===== config.mk =====
export PLATFORM = sky130hd
export DESIGN_NAME = johnson_step_ctrl
export DESIGN_NICKNAME = d
export VERILOG_FILES = /design/src/rtl/johnson_step_ctrl.sv
export SDC_FILE = /design/constraint.sdc
export NUM_CORES = 1
export LEC_CHECK = 0
export BUFFER_PORTS_ARGS = -buffer_cell sky130_fd_sc_hd__buf_2
export CAP_MARGIN = 20
export CORE_MARGIN = 4
export CORE_UTILIZATION = 55
export DETAILED_ROUTE_END_ITERATION = 10
export MAX_ROUTING_LAYER = met4
export PLACE_DENSITY = 0.92
export SLEW_MARGIN = 25
export SYNTH_ARGS = -nofsm -noshare
export SYNTH_HDL_FRONTEND = slang
export SYNTH_SLANG_ARGS = --single-unit

===== constraint.sdc =====
create_clock -name clk -period 5.65 [get_ports clk]
set_input_delay 0.2825 -clock clk [delete_from_list [all_inputs] [get_ports clk]]
set_output_delay 0.2825 -clock clk [all_outputs]
set_load 0.02 [all_outputs]

===== src/rtl/johnson_step_ctrl.sv =====
// ---------------------------------------------------------------------------
// johnson_step_ctrl
//
// Sequences a WIDTH-stage Johnson ring (2*WIDTH legal states) for a
// commanded number of steps. A start/steps command is accepted in IDLE.
// The ring then advances once per clock while the controller is in RUN.
// hold pauses the run for a cycle and abort ends it without a done pulse.
// Completion is signalled by a single-cycle done pulse. The ring state is
// also decoded to a one-hot phase vector for downstream multi-phase enables.
//
// Optional feature macro: JOHNSON_STEP_CTRL_DIR_EN
//   When it is defined, a 'dir' input is added and latched with start.
//   dir=0 steps the ring forward and dir=1 steps it in reverse.
//   When it is undefined, there is no dir port and the ring runs forward only.
//
// Parameters
//   WIDTH  Johnson stages (>= 2); the ring has 2*WIDTH states
//   CNT_W  width of the step-count command
//
// Ports
//   clk    in   1          clock; everything on the rising edge
//   reset  in   1          synchronous, active-high reset
//   start  in   1          command strobe; only honoured in IDLE
//   steps  in   CNT_W      ring advances requested; latched with start
//   hold   in   1          in RUN: skip this cycle's advance
//   abort  in   1          in RUN: return to IDLE without done
//   dir    in   1          (JOHNSON_STEP_CTRL_DIR_EN only) step direction
//   q      out  WIDTH      Johnson ring state (registered)
//   phase  out  2*WIDTH    one-hot position decoded from q
//   busy   out  1          high while in RUN (registered)
//   done   out  1          one-cycle completion pulse (registered)
// ---------------------------------------------------------------------------
module johnson_step_ctrl #(
    parameter int WIDTH = 4,
    parameter int CNT_W = 8
) (
    input  logic               clk,
    input  logic               reset,
    input  logic               start,
    input  logic [CNT_W-1:0]   steps,
    input  logic               hold,
    input  logic               abort,
`ifdef JOHNSON_STEP_CTRL_DIR_EN
    input  logic               dir,
`endif
    output logic [WIDTH-1:0]   q,
    output logic [2*WIDTH-1:0] phase,
    output logic               busy,
    output logic               done
);

    typedef enum logic [1:0] {
        ST_IDLE = 2'd0,
        ST_RUN  = 2'd1,
        ST_DONE = 2'd2
    } state_t;

    localparam logic [CNT_W-1:0] CNT_ZERO = {CNT_W{1'b0}};
    localparam logic [CNT_W-1:0] CNT_ONE  = {{(CNT_W-1){1'b0}}, 1'b1};

    state_t             state_r;
    state_t             state_next_s;
    logic [WIDTH-1:0]   q_r;
    logic [WIDTH-1:0]   q_next_s;
    logic [CNT_W-1:0]   rem_r;
    logic [CNT_W-1:0]   rem_next_s;
    logic               dir_r;
    logic               dir_next_s;
    logic               dir_in_s;
    logic               busy_r;
    logic               busy_next_s;
    logic               done_r;
    logic               done_next_s;

    // Forward Johnson step: shift left and feed back the inverted MSB.
    function automatic logic [WIDTH-1:0] step_fwd(input logic [WIDTH-1:0] v);
        return {v[WIDTH-2:0], ~v[WIDTH-1]};
    endfunction

    // Reverse Johnson step: shift right and feed back the inverted LSB.
    function automatic logic [WIDTH-1:0] step_rev(input logic [WIDTH-1:0] v);
        return {~v[0], v[WIDTH-1:1]};
    endfunction

    // Map a ring state to its one-hot position.
    // On the filling half (MSB clear), the position is the number of ones.
    // On the draining half (MSB set), it counts down from 2*WIDTH.
    function automatic logic [2*WIDTH-1:0] decode_phase(input logic [WIDTH-1:0] v);
        logic [2*WIDTH-1:0] onehot;
        int                 ones;
        int                 idx;
        ones = 32'sd0;
        for (int i = 0; i < WIDTH; i++) begin
            ones = ones + int'(v[i]);
        end
        if (v[WIDTH-1]) begin
            idx = 2 * WIDTH - ones;
        end else begin
            idx = ones;
        end
        onehot = {{(2*WIDTH-1){1'b0}}, 1'b1} << idx;
        return onehot;
    endfunction

`ifdef JOHNSON_STEP_CTRL_DIR_EN
    assign dir_in_s = dir;
`else
    assign dir_in_s = 1'b0;
`endif

    // State, datapath and registered-output flops.
    always_ff @(posedge clk) begin
        if (reset) begin
            state_r <= ST_IDLE;
            q_r     <= {WIDTH{1'b0}};
            rem_r   <= CNT_ZERO;
            dir_r   <= 1'b0;
            busy_r  <= 1'b0;
            done_r  <= 1'b0;
        end else begin
            state_r <= state_next_s;
            q_r     <= q_next_s;
            rem_r   <= rem_next_s;
            dir_r   <= dir_next_s;
            busy_r  <= busy_next_s;
            done_r  <= done_next_s;
        end
    end

    // Next-state and datapath update. Within RUN, abort beats hold, and hold beats advance.
    always_comb begin
        state_next_s = state_r;
        q_next_s     = q_r;
        rem_next_s   = rem_r;
        dir_next_s   = dir_r;
        case (state_r)
            ST_IDLE: begin
                if (start) begin
                    if (steps != CNT_ZERO) begin
                        state_next_s = ST_RUN;
                        rem_next_s   = steps;
                        dir_next_s   = dir_in_s;
                    end else begin
                        // A zero-length command completes at once and leaves q untouched.
                        state_next_s = ST_DONE;
                    end
                end else begin
                    state_next_s = ST_IDLE;
                end
            end
            ST_RUN: begin
                if (abort) begin
                    state_next_s = ST_IDLE;
                end else if (hold) begin
                    state_next_s = ST_RUN;
                end else begin
                    if (dir_r) begin
                        q_next_s = step_rev(q_r);
                    end else begin
                        q_next_s = step_fwd(q_r);
                    end
                    rem_next_s = rem_r - CNT_ONE;
                    if (rem_r == CNT_ONE) begin
                        state_next_s = ST_DONE;
                    end else begin
                        state_next_s = ST_RUN;
                    end
                end
            end
            ST_DONE: begin
                state_next_s = ST_IDLE;
            end
            default: begin
                // An unused encoding recovers to IDLE.
                state_next_s = ST_IDLE;
            end
        endcase
    end

    // Output decode from the upcoming state, so busy and done come out of flops.
    always_comb begin
        busy_next_s = 1'b0;
        done_next_s = 1'b0;
        case (state_next_s)
            ST_RUN: begin
                busy_next_s = 1'b1;
            end
            ST_DONE: begin
                done_next_s = 1'b1;
            end
            default: begin
                busy_next_s = 1'b0;
                done_next_s = 1'b0;
            end
        endcase
    end

    assign q     = q_r;
    assign phase = decode_phase(q_r);
    assign busy  = busy_r;
    assign done  = done_r;

endmodule

==> Yosys cells after proc, flatten, opt, wreduce, memory -nomap -nowiden <==
Index checks and enable logic that the tools add are counted.
{ "totals": {"word_cells": 41, "output_inout_bits": 14, "ff_bits": 16, "in_bits": 13} }
{ "op_classes": {"mux": 14, "add_sub_neg": 5, "bitwise": 3, "n_reduce_logical": 5, "n_eq_ne": 8, "n_shift": 1} }
{ "ops": {"columns": ["operator", "n"], "rows": [
  ["$mux 32", 1],
  ["$mux 8", 4],
  ["$shl 1x32->8 const A", 1],
  ["$pmux 8 s2", 1],
  ["$mux 2", 5],
  ["$eq 8x1->1 const B", 1],
  ["$ne 2x2->1 const B", 4],
  ["$reduce_bool 8->1", 1],
  ["$sub 8x1->8 const B", 1],
  ["$reduce_and 5->1", 1],
  ["$sub 4x4->5 const A", 1],
  ["$add 3x1->4", 1],
  ["$eq 2x1->1 const B", 2],
  ["$pmux 2 s2", 1],
  ["$add 2x1->3", 1],
  ["$not 1->1", 3],
  ["$reduce_and 3->1", 1],
  ["$add 1x1->2", 1],
  ["$eq 2x2->1 const B", 1],
  ["$logic_not 2->1", 1],
  ["$mux 1", 2],
  ["$reduce_bool 2->1", 1]
]} }

==> Longest topological paths before layout <==
Gate-level depths: netlist of run 1.
{ "depth": {"ltp_word": 7, "depth_mapped": 12, "depth_no_buf": 10} }

==> Worst setup path before layout of run 1 <==
No wires, ideal clock.
{ "synth_path": {"path_kind": "reg-to-output", "from": "register q_r[3] (netlist: q[3])", "to": "output port phase[5]", "slack_ps": 2756, "required_time_ps": 5368, "arrival_ps": 2611, "path_stages_with_launch": 13, "path_cell_list": "dfxtp_1 -> clkbuf_1 -> inv_1 -> clkbuf_1 -> fa_1 -> inv_1 -> ha_1 -> inv_1 -> ha_1 -> inv_1 -> and3_1 -> a31oi_1 -> nor2b_1"} }
{ "synth_via": {"elab_chain_cells": 4} }
{ "synth_lines": {"columns": ["item", "line", "source"], "rows": [
  ["start, declared", "63", "logic [WIDTH-1:0] q_r;"],
  ["start signal, assigned", "115", "q_r <= {WIDTH{1'b0}};"],
  ["start signal, assigned", "122", "q_r <= q_next_s;"],
  ["$add 3x1->4", "94", "ones = ones + int'(v[i]);"],
  ["$sub 4x4->5", "97", "idx = 2 * WIDTH - ones;"],
  ["$mux 32 (*)", "96", "if (v[WIDTH-1]) begin"],
  ["$shl 1x32->8 (*)", "101", "onehot = {{(2*WIDTH-1){1'b0}}, 1'b1} << idx;"],
  ["end, declared", "47", "output logic [2*WIDTH-1:0] phase,"]
]} }
Mark *: on every way between the ends. The rest lies on a longest branch, timed or not.

==> Worst setup path in the final report of run 1 <==
{ "layout_path": {"from": "register q_r[3] (netlist: q[3])", "to": "output port phase[3]"} }
The elaborated chain is that of the path after synthesis.

==> results.yml, run 1 <==
status:
  outcome: "finished clean"
global_route:
  grt_pass1_wl_um: 4270
  antenna_found_initial: 0
  track_usage: 0.203
  grt.overflow.total: 0
  grt_start_max_net_pins: 23
  grt_pass1_vias: 1016
cts:
  hold_buffers: 0
  cts_root_buf: "clkbuf_4"
  cts_buffers: 3
  clockBufferDepth: 2
  cts_resized: 0
  cts.sink_count: 16
  tritoncts: "yes"
  clock_latency_ns: 0.29
  cts.htree.levels: 1
  cts_setup_buffers: 0
  clk_pin_slew_ns: 0.09
sta:
  slew_viol_final: 0
  finClkSkew_ns: 0.00414
  final.setup.tns_ns: 0
  setup_violations: 0
  maxSlewHeadroom: 0.575
  fin_crit_sh: 0.548
  finalHoldViolations: 0
  worst_pin_slew_ns: 0.633
  rsz0062_at_grt: "false"
  fmax_mhz: 323
  min_period_ns: 3.09
logic_synthesis:
  synth_edf_count: 0
  ys_async_sr_fraction: 0
  netlist_instances: 144
  synth_fp_nets: 164
  ys_seq_area_frac: 0.279
  synth_seq_cells: 16
  yosys_warnings: 0
  synth_area_per_cell_sq_um: 7.96
  syn_area_sq_mm: 0.00115
  synth_top_flop_cell: "dfxtp_1"
  yosysUniqueCellTypes: 44
power:
  swShare: 0.311
  p_int_mw: 0.169
  pwr-share-clk: 0.242
  power_frac_seq: 0.514
  switchingPower_mw: 0.0762
  power_density_mw_per_mm2: 192
  pwr-share-comb: 0.243
  ir_worst_vdd_v: 0.000132
  leakage_nw: 0.514
setup_path:
  cp_slowest_cell: "dfxtp_1"
  ff2ff_path_depth: 4
  worstSetupStartpoint: "q[3]"
  reg2reg_from: "state_r[1]"
  r2r-end: "rem_r[5]"
  cp_max_fo: 11
  critPathKind: "flop to output port"
  cpPeakStageDelay_ns: 0.47
  cp_cell_sequence: "inv_1 -> fa_1 -> inv_1 -> ha_1 -> inv_1 -> ha_1 -> inv_1 -> nor3_1 -> a31oi_1 -> nor2b_1 -> buf_2"
  timing.critical_path.mode_cell: "inv_1"
  rrSetupSlack_ns: 3.97
  worstPathRequired_ns: 5.37
  arrival_ns: 2.81
  setup.worst_path.start_class: "flop"
  critPathCaptureType: "output port"
die:
  io_pins: 27
  start_util: 0.584
  die_w_um: 53.7
  die_h_um: 53.7
  design.core.area_sq_mm: 0.00196
  dieArea_sq_mm: 0.00288
  placementRows: 16
cells_and_area:
  antenna_cells: 0
  drive_gt1_frac: 0.238
  fillers: 186
  instances_no_fill: 191
  mostFrequentLayoutCells: "buf_2 (26), a21oi_1 (21), dfxtp_1 (16)"
  final_common_cell: "buf_2"
  area.growth.synth_to_final_pct: 11.2
  nets: 186
route:
  vias: 1132
  routed_wirelength_um: 2670
  ant_nets: 0
  avgRoutedWirePerCell_um: 14.0
  drc: 0
  viasPerCell: 5.93
  drtIter0Drc: 49
  dr.pass1.iters: 4
placed_design:
  post-dp-hpwl_um: 2020
  place_inst: 188
  gp_congestion: 0.893
  port_buffers: 26
worst_hold_path:
  hold_end: "busy"
  hp-class: "input port to flop"
  hold_depth: 3
  hp-start: "abort"
run:
  maxCapViolations: 0
## synthesized netlist by cell type, drive strengths merged, types with 2 or more instances
library cell | number | area (sq um)
a211oi | 3 | 27.5
inv | 12 | 45.0
a31oi | 2 | 12.5
nor2b | 4 | 25.0
o32ai | 5 | 43.8
ha | 6 | 75.1
a22oi | 3 | 22.5
nand2b | 6 | 45.0
or4 | 2 | 22.5
nor2 | 12 | 47.6
a21oi | 21 | 105
nor3 | 8 | 45.0
dfxtp | 16 | 320
o21ai | 2 | 13.8
buf | 4 | 38.8
nor3b | 2 | 15.0
nand2 | 11 | 41.3
clkbuf | 5 | 18.8
## worst max path at each step
stage,to,cells past startpoint
after floorplan,phase[5],12
after CTS,phase[3],11
after global routing,phase[3],11
after detailed placement,phase[3],11
after global placement,phase[5],11
final,phase[3],11
## area by class of cell
cell class,count,area (sq um),area share
clock buffers,3,22.5,0.0177
inverters,12,45.0,0.0353
multi-input cells,107,723,0.567
flip-flops and latches,16,320,0.251
well taps,27,33.8,0.0265
repair buffers,26,130,0.102
## critical path: cells and delay by family (launching register included)
kind | cells | cell delay (ns)
buffers and inverters | 5 | 0.63
adders and majority gates | 3 | 1.01
and+or+nand+nor | 2 | 0.34
AOI/OAI and AO/OA | 1 | 0.07
DFF | 1 | 0.47
## power groups by stage
stage               logic [mW]  clock network (mW)  registers (mW)
global placement        0.0564                   0           0.128
global route            0.0663              0.0633           0.127
finish                  0.0595              0.0593           0.126
floorplan               0.0454                   0           0.128
detailed placement      0.0580                   0           0.128
CTS                     0.0589              0.0591           0.126
## sequential cells by signal, summed over array words and instances (netlist names)
| signal | flops |
|---|---|
| busy | 1 |
| done | 1 |
| q | 4 |
| rem_r | 8 |
| state_r | 2 |
## layer usage
metal	track usage	up-vias	wire length, um	share of wire
li1	-	563	-	-
met1	0.225	516	1080	0.41
met2	0.369	46	1370	0.51
met3	0.0194	7	173	0.065
met4	0.0809	0	49	0.018
met5	-	-	0	0
## cell families after synthesis
| logic type | after synthesis | share of synthesized area |
|---|---|---|
| buffers and inverters | 21 | 0.0895 |
| AND/OR/NAND/NOR | 55 | 0.276 |
| AO/OA/AOI/OAI | 44 | 0.263 |
| multiplexers | 1 | 0.00873 |
| flip-flops | 16 | 0.279 |
| adder cells (fa/ha/maj) | 7 | 0.0830 |
## stage by stage
step	power [mW]	util	hold slack (ns)	cell area, sq um	setup slack, ns
2_1_floorplan	0.173	-	0.455	1150	2.76
3_3_place_gp	0.184	0.638	0.456	1250	3.09
3_5_place_dp	0.186	0.638	0.477	1250	2.86
4_1_cts	0.244	0.650	0.307	1270	2.56
5_1_grt	0.257	0.650	0.331	1270	2.35
6_report	0.245	0.650	0.306	1270	2.56
(Power assumes the default switching activity.)
==> inputs of run 2 (changes only) <==
- CORE_UTILIZATION: 55 -> 53
- PLACE_DENSITY: 0.92 -> 0.9
- clock period: 5.65 -> 3 ns (I/O delays scaled with it)
==> run 2 against run 1 <==
  * Non-clock buffer count rose by 3
  * Via count fell by 2.0%
  * First-iteration DRC count shrank 47%
  * Cell count increased by 2.1%
  * Sequential cell count is the same
  * Clock skew grew 0.0030 ns
  * Sequential share of layout area is 0.60 points lower
  * Worst hold slack worse by 0.11 ns
  * Wire length decreased by 3.5%
  * Critical path type unchanged
  * Critical endpoint is now phase[5]
  * Largest power group unchanged
  * Highest routed layer unchanged
==> results.yml, run 2 (synthesized netlist as in run 1, its figures left out) <==
cells_and_area:
  largest_register_ff_count: 8
  final_common_cell: "buf_2"
  mostFrequentLayoutCells: "buf_2 (26), a21oi_1 (21), dfxtp_1 (15)"
  top_register: "rem_r"
  instances_no_fill: 195
  antenna_cells: 0
  drive_gt1_frac: 0.274
  area.growth.synth_to_final_pct: 15.3
  nets: 189
  utilization: 0.660
power:
  swShare: 0.299
  switchingPower_mw: 0.146
  power_frac_seq: 0.481
  ir_worst_vdd_v: 0.000316
  pwr-share-comb: 0.229
  leakage_nw: 0.534
  p_int_mw: 0.344
  pwr-share-clk: 0.290
  power_density_mw_per_mm2: 371
global_route:
  grt_pass1_wl_um: 4000
  antenna_found_initial: 0
  grt.overflow.total: 0
  grt_pass1_vias: 904
  track_usage: 0.193
  grt_start_max_net_pins: 23
die:
  die_h_um: 54.5
  design.core.area_sq_mm: 0.00200
  placementRows: 16
  io_pins: 27
  start_util: 0.572
  die_w_um: 54.5
  dieArea_sq_mm: 0.00297
sta:
  finClkSkew_ns: 0.00710
  fmax_mhz: 364
  fin_crit_sh: 0.916
  worst_pin_slew_ns: 0.662
  min_period_ns: 2.75
  slew_viol_final: 0
  finalHoldViolations: 0
  maxSlewHeadroom: 0.555
  rsz0062_at_grt: "false"
  setup_violations: 0
  final.setup.tns_ns: 0
setup_path:
  cp_max_fo: 9
  cpPeakStageDelay_ns: 0.50
  critPathCaptureType: "output port"
  ff2ff_path_depth: 4
  cp_top_family: "adder cells"
  arrival_ns: 2.60
  critPathKind: "flop to output port"
  setup.worst_path.start_class: "flop"
  path_depth: 11
  worstSetupStartpoint: "q[3]"
  cp_cell_sequence: "clkinvlp_4 -> fa_1 -> inv_1 -> ha_1 -> inv_1 -> ha_2 -> inv_1 -> and3_1 -> a31oi_1 -> nor2b_1 -> buf_2"
  reg2reg_from: "rem_r[3]"
  r2r-end: "state_r[0]"
  worstPathRequired_ns: 2.85
  endpoint: "phase[5]"
  cp_slowest_cell: "fa_1"
  rrSetupSlack_ns: 1.30
  cp.buffers_inverters: 5
  timing.critical_path.mode_cell: "inv_1"
cts:
  cts_buffers: 3
  clockBufferDepth: 2
  cts_root_buf: "clkbuf_4"
  cts.htree.levels: 1
  clock_latency_ns: 0.29
  hold_buffers: 0
  cts.sink_count: 16
  clk_pin_slew_ns: 0.09
  tritoncts: "yes"
worst_hold_path:
  hp-start: "abort"
  hp-class: "input port to flop"
route:
  ant_nets: 0
  drtIter0Drc: 26
  routed_wirelength_um: 2580
  avgRoutedWirePerCell_um: 13.2
  dr.pass1.iters: 6
  drc: 0
  viasPerCell: 5.69
  vias: 1109
placed_design:
  gp_congestion: 0.885
  post-dp-hpwl_um: 1920
  place_inst: 188
  port_buffers: 26
run:
  maxCapViolations: 0
status:
  outcome: "finished clean"
[run 2: changes by cell type in the layout (fill, tap and decap cells not counted)]
| cell | before | now |
|---|---|---|
| clkbuf_8 | 0 | 1 |
| clkinvlp_4 | 0 | 1 |
| buf_4 | 0 | 3 |
| dfxtp_4 | 0 | 1 |
| ha_1 | 6 | 5 |
| ha_2 | 0 | 1 |
| dfxtp_1 | 16 | 15 |
| inv_1 | 12 | 11 |
[run 2: layout make-up]
class	count	area, sq um
multi-input cells	107	726
fillers	176	681
flip-flops and latches	16	324
repair buffers	29	153
inverters	12	48.8
clock buffers	4	36.3
well taps	27	33.8
[run 2: timing repair]
action                     4_1_cts  5_1_grt
resized for setup                0        4
setup endpoints to repair        0        3
buffers inserted                 0        3
[run 2: per-stage QoR]
step	area (sq um)	hold WS [ns]	power [mW]	worst slack, ns
CTS	1290	0.193	0.493	0.115
detailed placement	1250	0.478	0.352	0.438
global route	1320	0.199	0.514	0.0417
global placement	1250	0.458	0.348	0.540
floorplan	1150	0.335	0.326	0.239
finish	1320	0.192	0.490	0.252
[run 2: tightest hold or removal path, stage by stage]
cell	delay, ns
buf_2	0.11
a211o_1	0.12
a21oi_1	0.06
[run 2: layer usage]
| metal | up-vias | wire length, um | global-route usage |
|---|---|---|---|
| li1 | 570 | - | - |
| met1 | 507 | 1180 | 0.244 |
| met2 | 28 | 1220 | 0.291 |
| met3 | 4 | 154 | 0.0572 |
| met4 | 0 | 30 | 0.0705 |
| met5 | - | 0 | - |
[run 2: how the worst min path moves through the flow]
stage                          end  slack, ns  cells after the start
final                         busy       0.19                      3
after global routing          busy       0.20                      3
after CTS                     busy       0.19                      3
after detailed placement      q[1]       0.48                      2
after global placement        q[1]       0.46                      2
after floorplan           rem_r[2]       0.33                      2
[run 2: power by group through the flow]
stage / Sequential [mW] / Combinational (mW) / Clock (mW)
CTS: 0.237 / 0.111 / 0.144
detailed placement: 0.242 / 0.111 / 0
global placement: 0.241 / 0.107 / 0
finish: 0.236 / 0.112 / 0.142
floorplan: 0.241 / 0.0856 / 0
global route: 0.237 / 0.123 / 0.153
==> inputs of run 3 (changes only) <==
- RECOVER_POWER: not set -> 100
==> run 3 against run 2 <==
  * Sequential share of layout area up 0.52 points
  * Wire length down 0.50%
  * Global-route usage unchanged
  * Cell count unchanged
  * Register-to-register slack worse by 0.43 ns
==> results.yml, run 3 (synthesized netlist as in run 1, its figures left out) <==
sta:
  maxSlewHeadroom: 0.495
  rsz0062_at_grt: "false"
  fin_hold_ws_ns: 0.177
  fmax_mhz: 361
  min_period_ns: 2.77
  fin_crit_sh: 0.922
  finalHoldViolations: 0
  worst_pin_slew_ns: 0.751
  setup_violations: 0
  layout_setup_ws_ns: 0.233
  finClkSkew_ns: 0.0101
  final.setup.tns_ns: 0
  slew_viol_final: 0
cts:
  cts.htree.levels: 1
  tritoncts: "yes"
  clk_pin_slew_ns: 0.10
  cts.sink_count: 16
  cts_root_buf: "clkbuf_4"
  clockBufferDepth: 2
  cts_buffers: 3
  hold_buffers: 0
  clock_latency_ns: 0.29
setup_path:
  critPathKind: "flop to output port"
  arrival_ns: 2.62
  worstPathRequired_ns: 2.85
  critPathCaptureType: "output port"
  setup.worst_path.start_class: "flop"
  cp_max_fo: 9
global_route:
  grt_pass1_vias: 904
  grt_pass1_wl_um: 4000
  track_usage: 0.193
  grt.overflow.total: 0
  antenna_found_initial: 0
  grt_start_max_net_pins: 23
placed_design:
  place_inst: 188
  port_buffers: 26
  dp_worst_setup_slack_ns: 0.438
  post-dp-hpwl_um: 1920
  gp_congestion: 0.885
status:
  outcome: "finished clean"
route:
  viasPerCell: 5.75
  drc: 0
  avgRoutedWirePerCell_um: 13.2
  dr.pass1.iters: 4
  routed_wirelength_um: 2570
  ant_nets: 0
  vias: 1122
  drtIter0Drc: 24
cells_and_area:
  largest_register_ff_count: 8
  final_common_cell: "a21oi_1"
  multiInputGateArea_sq_um: 711
  mostFrequentLayoutCells: "a21oi_1 (21), buf_2 (16), dfxtp_1 (15)"
  nets: 189
  instances_no_fill: 195
  register_area_sq_um: 324
  antenna_cells: 0
  area.growth.synth_to_final_pct: 12.9
  utilization: 0.646
  drive_gt1_frac: 0.196
  top_register: "rem_r"
  fillers: 181
die:
  design.core.area_sq_mm: 0.00200
  die_h_um: 54.5
  placementRows: 16
  start_util: 0.572
  die_w_um: 54.5
  io_pins: 27
  dieArea_sq_mm: 0.00297
worst_hold_path:
  hp-class: "input port to flop"
run:
  maxCapViolations: 0
power:
  ir_worst_vdd_v: 0.000315
  power_density_mw_per_mm2: 377
  leakage_nw: 0.491
-- run 3: worst max-delay path: stages, from the launching register on --
cell and delay (ns):
dfxtp_4 0.41, clkinvlp_4 0.16, fa_1 0.50, inv_1 0.04, ha_1 0.20, inv_1 0.07
ha_2 0.29, nor2_1 0.15, nand2_1 0.06, o21ai_0 0.06, and2_1 0.14, clkbuf_1 0.23
-- run 3: routing by layer --
layer | vias up | GRT usage | share of wire
met5 | - | - | 0
met4 | 0 | 0.0705 | 0.012
met3 | 4 | 0.0572 | 0.074
met2 | 42 | 0.291 | 0.47
met1 | 504 | 0.244 | 0.45
li1 | 572 | - | -
-- run 3: cell type report --
class / count / area share
clock buffers: 4 / 0.0280
inverters: 12 / 0.0377
multi-input cells: 107 / 0.549
flip-flops and latches: 16 / 0.250
well taps: 27 / 0.0261
repair buffers: 29 / 0.108
-- run 3: worst paths after layout --
kind	start	end	slack (ns)	depth (start not counted)
worst min register to register	q[0]	q[1]	0.49	2
worst min-delay path	abort	busy	0.18	3
worst max-delay path	q[3]	phase[7]	0.23	11
worst max register to register	state_r[1]	rem_r[7]	0.87	4
-- run 3: timing repair --
item / CTS / global route
buffers inserted: 0 / 3
gates resized for setup: 0 / 4
endpoints found under the setup margin: 0 / 3
-- run 3: per-stage QoR --
step	area [sq um]	power [mW]
finish	1290	0.488
global route	1290	0.511
CTS	1290	0.493
detailed placement	1250	0.352
global placement	1250	0.348
floorplan	1150	0.326
-- run 3: report_power, final --
group / internal [mW] / switching [mW]
combinational: 0.0438 / 0.0657
sequential: 0.224 / 0.0114
clock: 0.0740 / 0.0689
